### config.mk
export PLATFORM = sky130hd
export DESIGN_NAME = wave_switch_ctrl
export DESIGN_NICKNAME = d
export VERILOG_FILES = /design/src/rtl/wave_switch_ctrl_pkg.sv /design/src/rtl/wave_switch_ctrl_debounce.sv /design/src/rtl/wave_switch_ctrl.sv
export SDC_FILE = /design/constraint.sdc
export NUM_CORES = 1
export LEC_CHECK = 0
export CAP_MARGIN = 25
export CORE_AREA = 2 2 148 150
export DETAILED_ROUTE_END_ITERATION = 12
export DIE_AREA = 0 0 150 152
export GPL_TIMING_DRIVEN = 0
export HOLD_SLACK_MARGIN = 0.03
export PLACE_DENSITY = 0.69
export SYNTH_ARGS = -nofsm -noshare
export SYNTH_HDL_FRONTEND = slang
export SYNTH_SLANG_ARGS = --single-unit
### constraint.sdc
create_clock -name clk_i -period 7.3 [get_ports clk_i]
set_input_delay 1.095 -clock clk_i [delete_from_list [all_inputs] [get_ports clk_i]]
set_output_delay 1.095 -clock clk_i [all_outputs]
set_load 0.02 [all_outputs]
### src/rtl/wave_switch_ctrl_pkg.sv
// Shared types and constants for the waveform switch controller.
package wave_switch_ctrl_pkg;

  // Output fader states
  typedef enum logic [1:0] {
    MUTE     = 2'd0,
    FADE_IN  = 2'd1,
    PLAY     = 2'd2,
    FADE_OUT = 2'd3
  } wave_state_e;

  // One switch bit and one oscillator input per waveform
  localparam int NUM_WAVES     = 5;
  localparam int WAVE_SINE     = 0;
  localparam int WAVE_SQUARE   = 1;
  localparam int WAVE_TRIANGLE = 2;
  localparam int WAVE_SAWTOOTH = 3;
  localparam int WAVE_NOISE    = 4;

  // Audio sample rate the tick divider is sized for
  localparam int SAMPLING_FREQ = 48000;

  // Index of the set bit in a one-hot selection (0 when nothing is set)
  function automatic logic [2:0] onehot_index(input logic [NUM_WAVES-1:0] sel);
    onehot_index = '0;
    for (int i = 0; i < NUM_WAVES; i++) begin
      if (sel[i]) onehot_index = 3'(i);
    end
  endfunction

endpackage

### src/rtl/wave_switch_ctrl_debounce.sv
// Tick-enabled switch debouncer: a new switch pattern is accepted only after
// it has been seen unchanged on debounce_p consecutive sample ticks.
module switch_debounce #(
  parameter int debounce_p = 4,
  parameter int width_p    = 5
) (
  input  logic               clk_i,
  input  logic               reset_i,
  input  logic               tick_i,
  input  logic [width_p-1:0] sw_i,
  output logic [width_p-1:0] sel_o
);

  localparam int CNT_W = $clog2(debounce_p + 1);
  localparam logic [CNT_W-1:0] COUNT_MAX = CNT_W'(debounce_p);

  logic [width_p-1:0] candidate_q;
  logic [CNT_W-1:0]   count_q;
  logic [CNT_W-1:0]   count_next;

  // A differing sample starts a fresh run of one; equal samples extend the run up to the limit
  always_comb begin
    count_next = count_q;
    if (sw_i != candidate_q) begin
      count_next = CNT_W'(1);
    end else if (count_q != COUNT_MAX) begin
      count_next = count_q + 1'b1;
    end
  end

  // Track the candidate pattern and publish it once its run is long enough
  always_ff @(posedge clk_i) begin
    if (reset_i) begin
      candidate_q <= '0;
      count_q     <= '0;
      sel_o       <= '0;
    end else if (tick_i) begin
      candidate_q <= sw_i;
      count_q     <= count_next;
      if (count_next >= COUNT_MAX) sel_o <= sw_i;
    end
  end

endmodule

### src/rtl/wave_switch_ctrl.sv
// Waveform selector with click-free switching: the active oscillator is faded
// out to silence before the newly selected one is faded in, one gain step per
// sample tick. Scaled samples are offered downstream with a valid/ready pair.
module wave_switch_ctrl
  import wave_switch_ctrl_pkg::*;
#(
  parameter int width_p      = 24,
  parameter int clk_div_p    = 250,
  parameter int debounce_p   = 4,
  parameter int fade_steps_p = 64
) (
  input  logic                                   clk_i,
  input  logic                                   reset_i,
  input  logic [NUM_WAVES-1:0]                   sw_i,
  input  logic signed [NUM_WAVES-1:0][width_p-1:0] wave_i,
  output logic [NUM_WAVES-1:0]                   osc_ready_o,
  output logic signed [width_p-1:0]              data_o,
  output logic                                   valid_o,
  input  logic                                   ready_i,
  output logic                                   overrun_o
);

  localparam int SHIFT  = $clog2(fade_steps_p);
  localparam int GAIN_W = SHIFT + 1;
  localparam int PROD_W = width_p + GAIN_W + 1;
  localparam int CNT_W  = (clk_div_p > 1) ? $clog2(clk_div_p) : 1;
  localparam logic [GAIN_W-1:0] GAIN_MAX = GAIN_W'(fade_steps_p);
  localparam logic [CNT_W-1:0]  CNT_MAX  = CNT_W'(clk_div_p - 1);

  logic [CNT_W-1:0]         tick_cnt;
  logic                     tick;
  logic                     load;
  logic [NUM_WAVES-1:0]     sel_q;
  logic                     sel_valid;
  wave_state_e              state_q, state_d;
  logic [GAIN_W-1:0]        gain_q, gain_d;
  logic [NUM_WAVES-1:0]     active_q, active_d;
  logic signed [width_p-1:0] wave_sel;
  logic signed [PROD_W-1:0] wave_ext;
  logic signed [PROD_W-1:0] gain_ext;
  logic signed [PROD_W-1:0] product;
  logic signed [width_p-1:0] scaled;

  assign tick = (tick_cnt == CNT_MAX);

  // Free-running sample-rate divider
  always_ff @(posedge clk_i) begin
    if (reset_i) begin
      tick_cnt <= '0;
    end else if (tick) begin
      tick_cnt <= '0;
    end else begin
      tick_cnt <= tick_cnt + 1'b1;
    end
  end

  // Sample load happens the cycle after a tick, once gain/state have settled
  always_ff @(posedge clk_i) begin
    if (reset_i) begin
      load <= 1'b0;
    end else begin
      load <= tick;
    end
  end

  switch_debounce #(
    .debounce_p (debounce_p),
    .width_p    (NUM_WAVES)
  ) u_debounce (
    .clk_i   (clk_i),
    .reset_i (reset_i),
    .tick_i  (tick),
    .sw_i    (sw_i),
    .sel_o   (sel_q)
  );

  // Zero or several switches on means no waveform is requested
  assign sel_valid = $onehot(sel_q);

  // Fader state, gain and latched waveform
  always_ff @(posedge clk_i) begin
    if (reset_i) begin
      state_q  <= MUTE;
      gain_q   <= '0;
      active_q <= '0;
    end else begin
      state_q  <= state_d;
      gain_q   <= gain_d;
      active_q <= active_d;
    end
  end

  // Fader transitions; everything moves only on a sample tick
  always_comb begin
    state_d  = state_q;
    gain_d   = gain_q;
    active_d = active_q;
    if (tick) begin
      case (state_q)
        MUTE: begin
          gain_d = '0;
          if (sel_valid) begin
            active_d = sel_q;
            state_d  = FADE_IN;
          end
        end
        FADE_IN: begin
          if (sel_q != active_q) begin
            state_d = FADE_OUT;
          end else begin
            gain_d = gain_q + 1'b1;
            if (gain_q == GAIN_MAX - 1'b1) state_d = PLAY;
          end
        end
        PLAY: begin
          gain_d = GAIN_MAX;
          if (sel_q != active_q) state_d = FADE_OUT;
        end
        FADE_OUT: begin
          if (gain_q <= GAIN_W'(1)) begin
            gain_d = '0;
            if (sel_valid) begin
              active_d = sel_q;
              state_d  = FADE_IN;
            end else begin
              active_d = '0;
              state_d  = MUTE;
            end
          end else begin
            gain_d = gain_q - 1'b1;
          end
        end
        default: begin
          state_d  = MUTE;
          gain_d   = '0;
          active_d = '0;
        end
      endcase
    end
  end

  // Advance strobe goes only to the oscillator currently being heard
  assign osc_ready_o = (tick && (state_q != MUTE)) ? active_q : '0;

  // Gain is unsigned, so it is zero-extended before the signed multiply
  assign wave_sel = wave_i[onehot_index(active_q)];
  assign wave_ext = {{(PROD_W - width_p){wave_sel[width_p-1]}}, wave_sel};
  assign gain_ext = {{(PROD_W - GAIN_W){1'b0}}, gain_q};
  assign product  = wave_ext * gain_ext;
  assign scaled   = width_p'(product >>> SHIFT);

  // Output holding register with sticky overrun on an unconsumed overwrite
  always_ff @(posedge clk_i) begin
    if (reset_i) begin
      data_o    <= '0;
      valid_o   <= 1'b0;
      overrun_o <= 1'b0;
    end else if (load) begin
      data_o  <= (state_q == MUTE) ? '0 : scaled;
      valid_o <= 1'b1;
      if (valid_o && !ready_i) overrun_o <= 1'b1;
    end else if (valid_o && ready_i) begin
      valid_o <= 1'b0;
    end
  end

endmodule

# After elaboration in Yosys (flattened, before gate mapping)
# Cells that the tools add are included.
# op_classes
order_cmp,3
n_addsub,8
muxes,26
n_reduce_logical,14
multipliers,1
n_eq_ne,14
# op_table
cell,n
binary-select mux 24 bit (select 3 bit),1
two-way mux 24 bit,2
multiplier 24 x 8 -> 30 bit,1
one-hot mux 7 bit (4 select lines),1
two-way mux 5 bit,4
two-way mux 3 bit,5
two-way mux 7 bit,2
two-way mux 2 bit,5
!= test 5 bit,2
one-hot mux 5 bit (2 select lines),1
adder 8 x 1 -> 8 bit (second input constant),1
equality test 8 bit (second input constant),1
!= test 2 bit (second input constant),4
one-hot mux 2 bit (4 select lines),1
adder 7 x 1 -> 7 bit (second input constant),1
equality test 7 x 6 -> 1 bit (second input constant),1
<= comparator 7 x 1 -> 1 bit (second input constant),1
subtractor 7 x 1 -> 7 bit (second input constant),1
!= test 3 bit (second input constant),2
AND reduction 2 bit,3
nonzero test 2 bit,3
AND reduction 5 bit,1
adder 1 x 1 -> 2 bit,2
equality test 2 bit (second input constant),2
other kinds (13),18
# word_totals
ff_bits,62
wordCells,77
output_inout_bits,31

# Logic depth before layout (Yosys ltp)
# logic_depth
ltp_word,8
depth_mapped,28
ltp_nobuf,27

# Hierarchy
# A second synthesis with hierarchy kept.
# hier_totals
cells_unflattened,1170
area_unflattened_um2,9640.5
# modules_own_cells
mod,seq_area_each_um2,n_inst,cells_each,area_per_inst_um2
wave_switch_ctrl,980.9,1,1104,8999.9
switch_debounce,260.2,1,66,640.6

# Worst setup path after synthesis
# No wires, ideal clock.
# synth_path
path_kind,reg-to-reg
startpoint,reg active_q[3]
endpoint,reg data_o[18]
period_less_slack_ps,6570
path_buffers,2
required_time_ps,7183
slack_ps,730
arrival_time_ps,6452
path_stages_with_launch,28
path_cell_list,dfxtp_1 clkbuf_1 a21oi_1 nor2_1 buf_2 mux2i_1 nor2_1 a21oi_1 o21ai_0 mux2_2 and2_1 fa_1 inv_1 fa_1 inv_1 fa_1 inv_1 fa_1 inv_1 ha_1 a21oi_1 o221ai_1 o211a_1 o311ai_2 o21ai_1 o21ai_1 or3b_1 a32o_1
# synth_via
elab_chain_cells,6
# synth_lines
item,line,rtl
"start, declared",wave_switch_ctrl.sv:37,"logic [NUM_WAVES-1:0] active_q, active_d;"
"start signal, assigned",wave_switch_ctrl.sv:89,active_q <= active_d;
two-way mux 3 bit (2 in series),wave_switch_ctrl_pkg.sv:27,if (sel[i]) onehot_index = 3'(i);
binary-select mux 24 bit (select 3 bit),wave_switch_ctrl.sv:146,assign wave_sel = wave_i[onehot_index(active_q)];
two-way mux 24 bit (not written as such),wave_switch_ctrl.sv:146,
multiplier 24 x 8 -> 30 bit,wave_switch_ctrl.sv:149,assign product = wave_ext * gain_ext;
two-way mux 24 bit,wave_switch_ctrl.sv:159,data_o <= (state_q == MUTE) ? '0 : scaled;
"end signal, assigned",wave_switch_ctrl.sv:159,
"end, declared",wave_switch_ctrl.sv:17,"output logic signed [width_p-1:0] data_o,"
# Every way passes these cells. The select of a mux whose other input is x is not followed.
# A chain may end at the register's enable or synchronous reset.

# Final worst setup path
# layout_path
startpoint,in wave_i[30] (netlist name)
endpoint,reg data_o[18]
# layout_via
elab_chain_cells,4
# layout_lines
item,line,rtl
"start, declared",wave_switch_ctrl.sv:15,"input logic signed [NUM_WAVES-1:0][width_p-1:0] wave_i,"
binary-select mux 24 bit (select 3 bit),wave_switch_ctrl.sv:146,
two-way mux 24 bit (not written as such),wave_switch_ctrl.sv:146,
multiplier 24 x 8 -> 30 bit,wave_switch_ctrl.sv:149,
two-way mux 24 bit,wave_switch_ctrl.sv:159,
# Every way passes these cells. The select of a mux whose other input is x is not followed.

==> summary.txt <==
Synth
  • Post-synthesis cell type count: 60
  • Ys async rst share: 0
  • Synth Area per Inst: 8.22 µm²
  • Seq/Total Area, Yosys: 0.131
  • Post-synth EDFFs: 0
  • Syn. warnings: 0
  • Cell area after synthesis: 0.00945 mm²
  • Mapped Cells: 1150
  • FF+latch count, synth: 62
  • Syn nets: 1469
  • Ys flop type: dfxtp_1

Timing
  • Final setup margin: 0.256 ns
  • Final Hold Viols: 0
  • Hold slack: 0.467 ns
  • Min cycle time layout: 7.04 ns
  • Fmax: 0.142 GHz
  • Crit share post-route: 0.965
  • Worst Skew: 0.0136 ns
  • Slew HR: 0.331
  • Fin. max-slew vios: 0
  • Slew @ Worst Pin: 0.978 ns
  • Setup TNS: 0 ns
  • Final setup viols: 0

Worst hold path
  • Min-Delay Path Class: reg2reg

Floorplan
  • # rows: 54
  • Core ar.: 0.0214 mm²
  • Die area: 0.0228 mm²
  • Initial core utilization: 0.443
  • Die X: 150 µm
  • Die height: 152 µm
  • Boundary pin count: 159

Detailed routing
  • Routed wire per std cell: 17.5 µm
  • Iteration-0 DRC Markers: 469
  • Post-route DRC: 0
  • DRT Wirelength: 28100 µm
  • DRT Pass-1 Iters: 5
  • Via count: 8635
  • Post-route ant nets: 0
  • Routed vias/inst: 5.37

Setup path
  • Nature of the critical path startpoint: primary input
  • Setup CP Type: in2reg
  • Arrival @ worst endpoint: 7.28 ns
  • Worst R2R Setup Slack: 0.30 ns
  • Crit-path max FO: 7
  • Endpoint class of the critical path: register
  • Data required, critical path: 7.54 ns

Clock network
  • CTS Buffer Depth: 2
  • Total CTS buffers: 9
  • Clock transition at path regs: 0.07 ns
  • Clock sinks: 62
  • CTS tree: done
  • H-Tree Depth: 3
  • Clk root buf: clkbuf_16
  • Later-pin clock latency in the skew report: 0.35 ns
  • CTS Hold Bufs: 0

Final layout
  • Sequential Area: 0.00124 mm²
  • # diodes: 0
  • Commonest cells after routing, fill and taps aside: inv_1 (163), clkdlybuf4s50_1 (158), fa_1 (122), nor2_1 (117), nor2b_1 (99)
  • Most common cell after layout, fill and taps aside: inv_1
  • Share of layout cells above drive strength 1: 0.0497
  • Area of the multi-input gates: 0.00755 mm²
  • Final #Nets: 1643
  • Area growth, synth to finish: 25.7%
  • Filler cells: 2026

Power
  • PwrDens: 75.8 mW/mm²
  • P_leak: 0.00540 µW
  • VDD IR max: 94.2 µV

GRT
  • Largest net degree at the start of global routing: 15
  • Initial antenna violation count: 0
  • Vias in the first global route: 8668
  • Remaining Overflow, GRT: 0
  • GRT Total Usage: 0.253
  • First-pass GRT wire length: 44700 µm

Placement
  • PortBufs: 158
  • Place WS: -1.05 ns
  • Routability Congestion: 0.949
  • HPWL Detailed: 22700 µm

Run status
  • Status: finished clean

Job
  • Number of max-cap violations: 0
## worst max-delay path, stage by stage
cell and delay [ns]:
clkdlybuf4s50_1 0.45, o21ai_0 0.07, a21oi_1 0.15, a21oi_1 0.06, nor2_1 0.12, a21oi_1 0.08
o21ai_2 0.31, nand2_1 0.13, fa_1 0.55, inv_1 0.06, fa_1 0.47, fa_1 0.56
inv_1 0.06, fa_1 0.55, inv_1 0.05, ha_1 0.38, a21oi_1 0.29, o221ai_4 0.19
o211a_1 0.29, o311ai_4 0.46, o21ai_2 0.13, o21ai_1 0.17, or3b_1 0.36, a32o_1 0.26
## path summary, 6_finish.rpt
| path | startpoint | endpoint | cells after the start |
|---|---|---|---|
| worst max-delay path | wave_i[30] | data_o[18] | 24 |
| worst min-delay path | u_debounce.candidate_q[1] | u_debounce.candidate_q[1] | 2 |
| worst max register to register | active_q[2] | data_o[18] | 24 |
| worst min register to register | u_debounce.candidate_q[1] | u_debounce.candidate_q[1] | 2 |
## synth_stat cells (3+ instances only)
library cell,count,area share
inv_1,163,0.065
fa_1,122,0.26
nor2_1,119,0.047
nor2b_1,99,0.066
a21oi_1,89,0.047
nand2_1,70,0.028
ha_1,69,0.091
dfxtp_1,62,0.13
clkbuf_1,46,0.018
o21ai_0,42,0.022
mux2i_1,41,0.043
xnor2_1,26,0.024
nand2b_1,23,0.015
and2_1,18,0.012
nand3_1,18,0.0095
xor2_1,18,0.017
a22o_1,15,0.014
nor3_1,13,0.0069
a21o_1,12,0.0095
a211oi_1,6,0.0048
buf_1,5,0.0020
or3_1,5,0.0033
a221oi_1,4,0.0037
a32o_1,4,0.0042
nand4_1,4,0.0026
o31a_1,4,0.0037
a311oi_1,3,0.0028
and3_1,3,0.0020
o21ai_1,3,0.0016
o21bai_1,3,0.0024
o31ai_1,3,0.0024
or2_2,3,0.0020
## flip-flops by register name, indices dropped and copies added (netlist names)
signal	flops
active_q	5
valid_o	1
u_debounce.sel_o	5
state_q	2
gain_q	7
load	1
data_o	24
overrun_o	1
u_debounce.candidate_q	5
u_debounce.count_q	3
tick_cnt	8
## metal layers
metal  track usage  up-vias  wire [µm]
met5             0        -          0
li1              -     4079          -
met4        0.0925        0        988
met2         0.421      304      13500
met1         0.333     4202      11900
met3        0.0372       50       1770
## final cells by class
class                      count  area share
multi-input combinational    872       0.635
timing repair buffer         163       0.136
sequential                    62       0.105
inverter                     163      0.0515
tap                          280      0.0295
clock buffer                   9      0.0189
buffer                        53      0.0189
clock inverter                 7     0.00526
## metrics by stage
stage               area [µm²]  total power [µW]  instances  utilization
floorplan                 9450               383       1150            -
global placement         11400               469       1588        0.533
detailed placement       11400               470       1589        0.533
CTS                      11800               904       1605        0.550
global route             11900               932       1609        0.557
finish                   11900               901       1609        0.557
## what timing repair did
item / 4_1_cts / 5_1_grt
gates resized for setup: 21 / 32
pin swaps: 0 / 7
endpoints found under the hold margin: 0 / 0
setup endpoints to repair: 18 / 14
setup buffers: 0 / 4
## where the power goes
group	internal, µW	switching [µW]	total, µW
logic	74.5	50.2	125
clock network	237	198	436
registers	340	1.31	341
## cell families after synthesis
kind of cell | count (synthesis) | share of synthesized area
AND/OR/NAND/NOR | 379 | 0.198
multiplexers | 42 | 0.0446
buffers and inverters | 216 | 0.0860
XOR/XNOR | 44 | 0.0408
adder cells (fa/ha/maj) | 191 | 0.350
AO/OA/AOI/OAI | 216 | 0.150
flip-flops | 62 | 0.131
No activity file was read; power rests on OpenSTA's default activity.
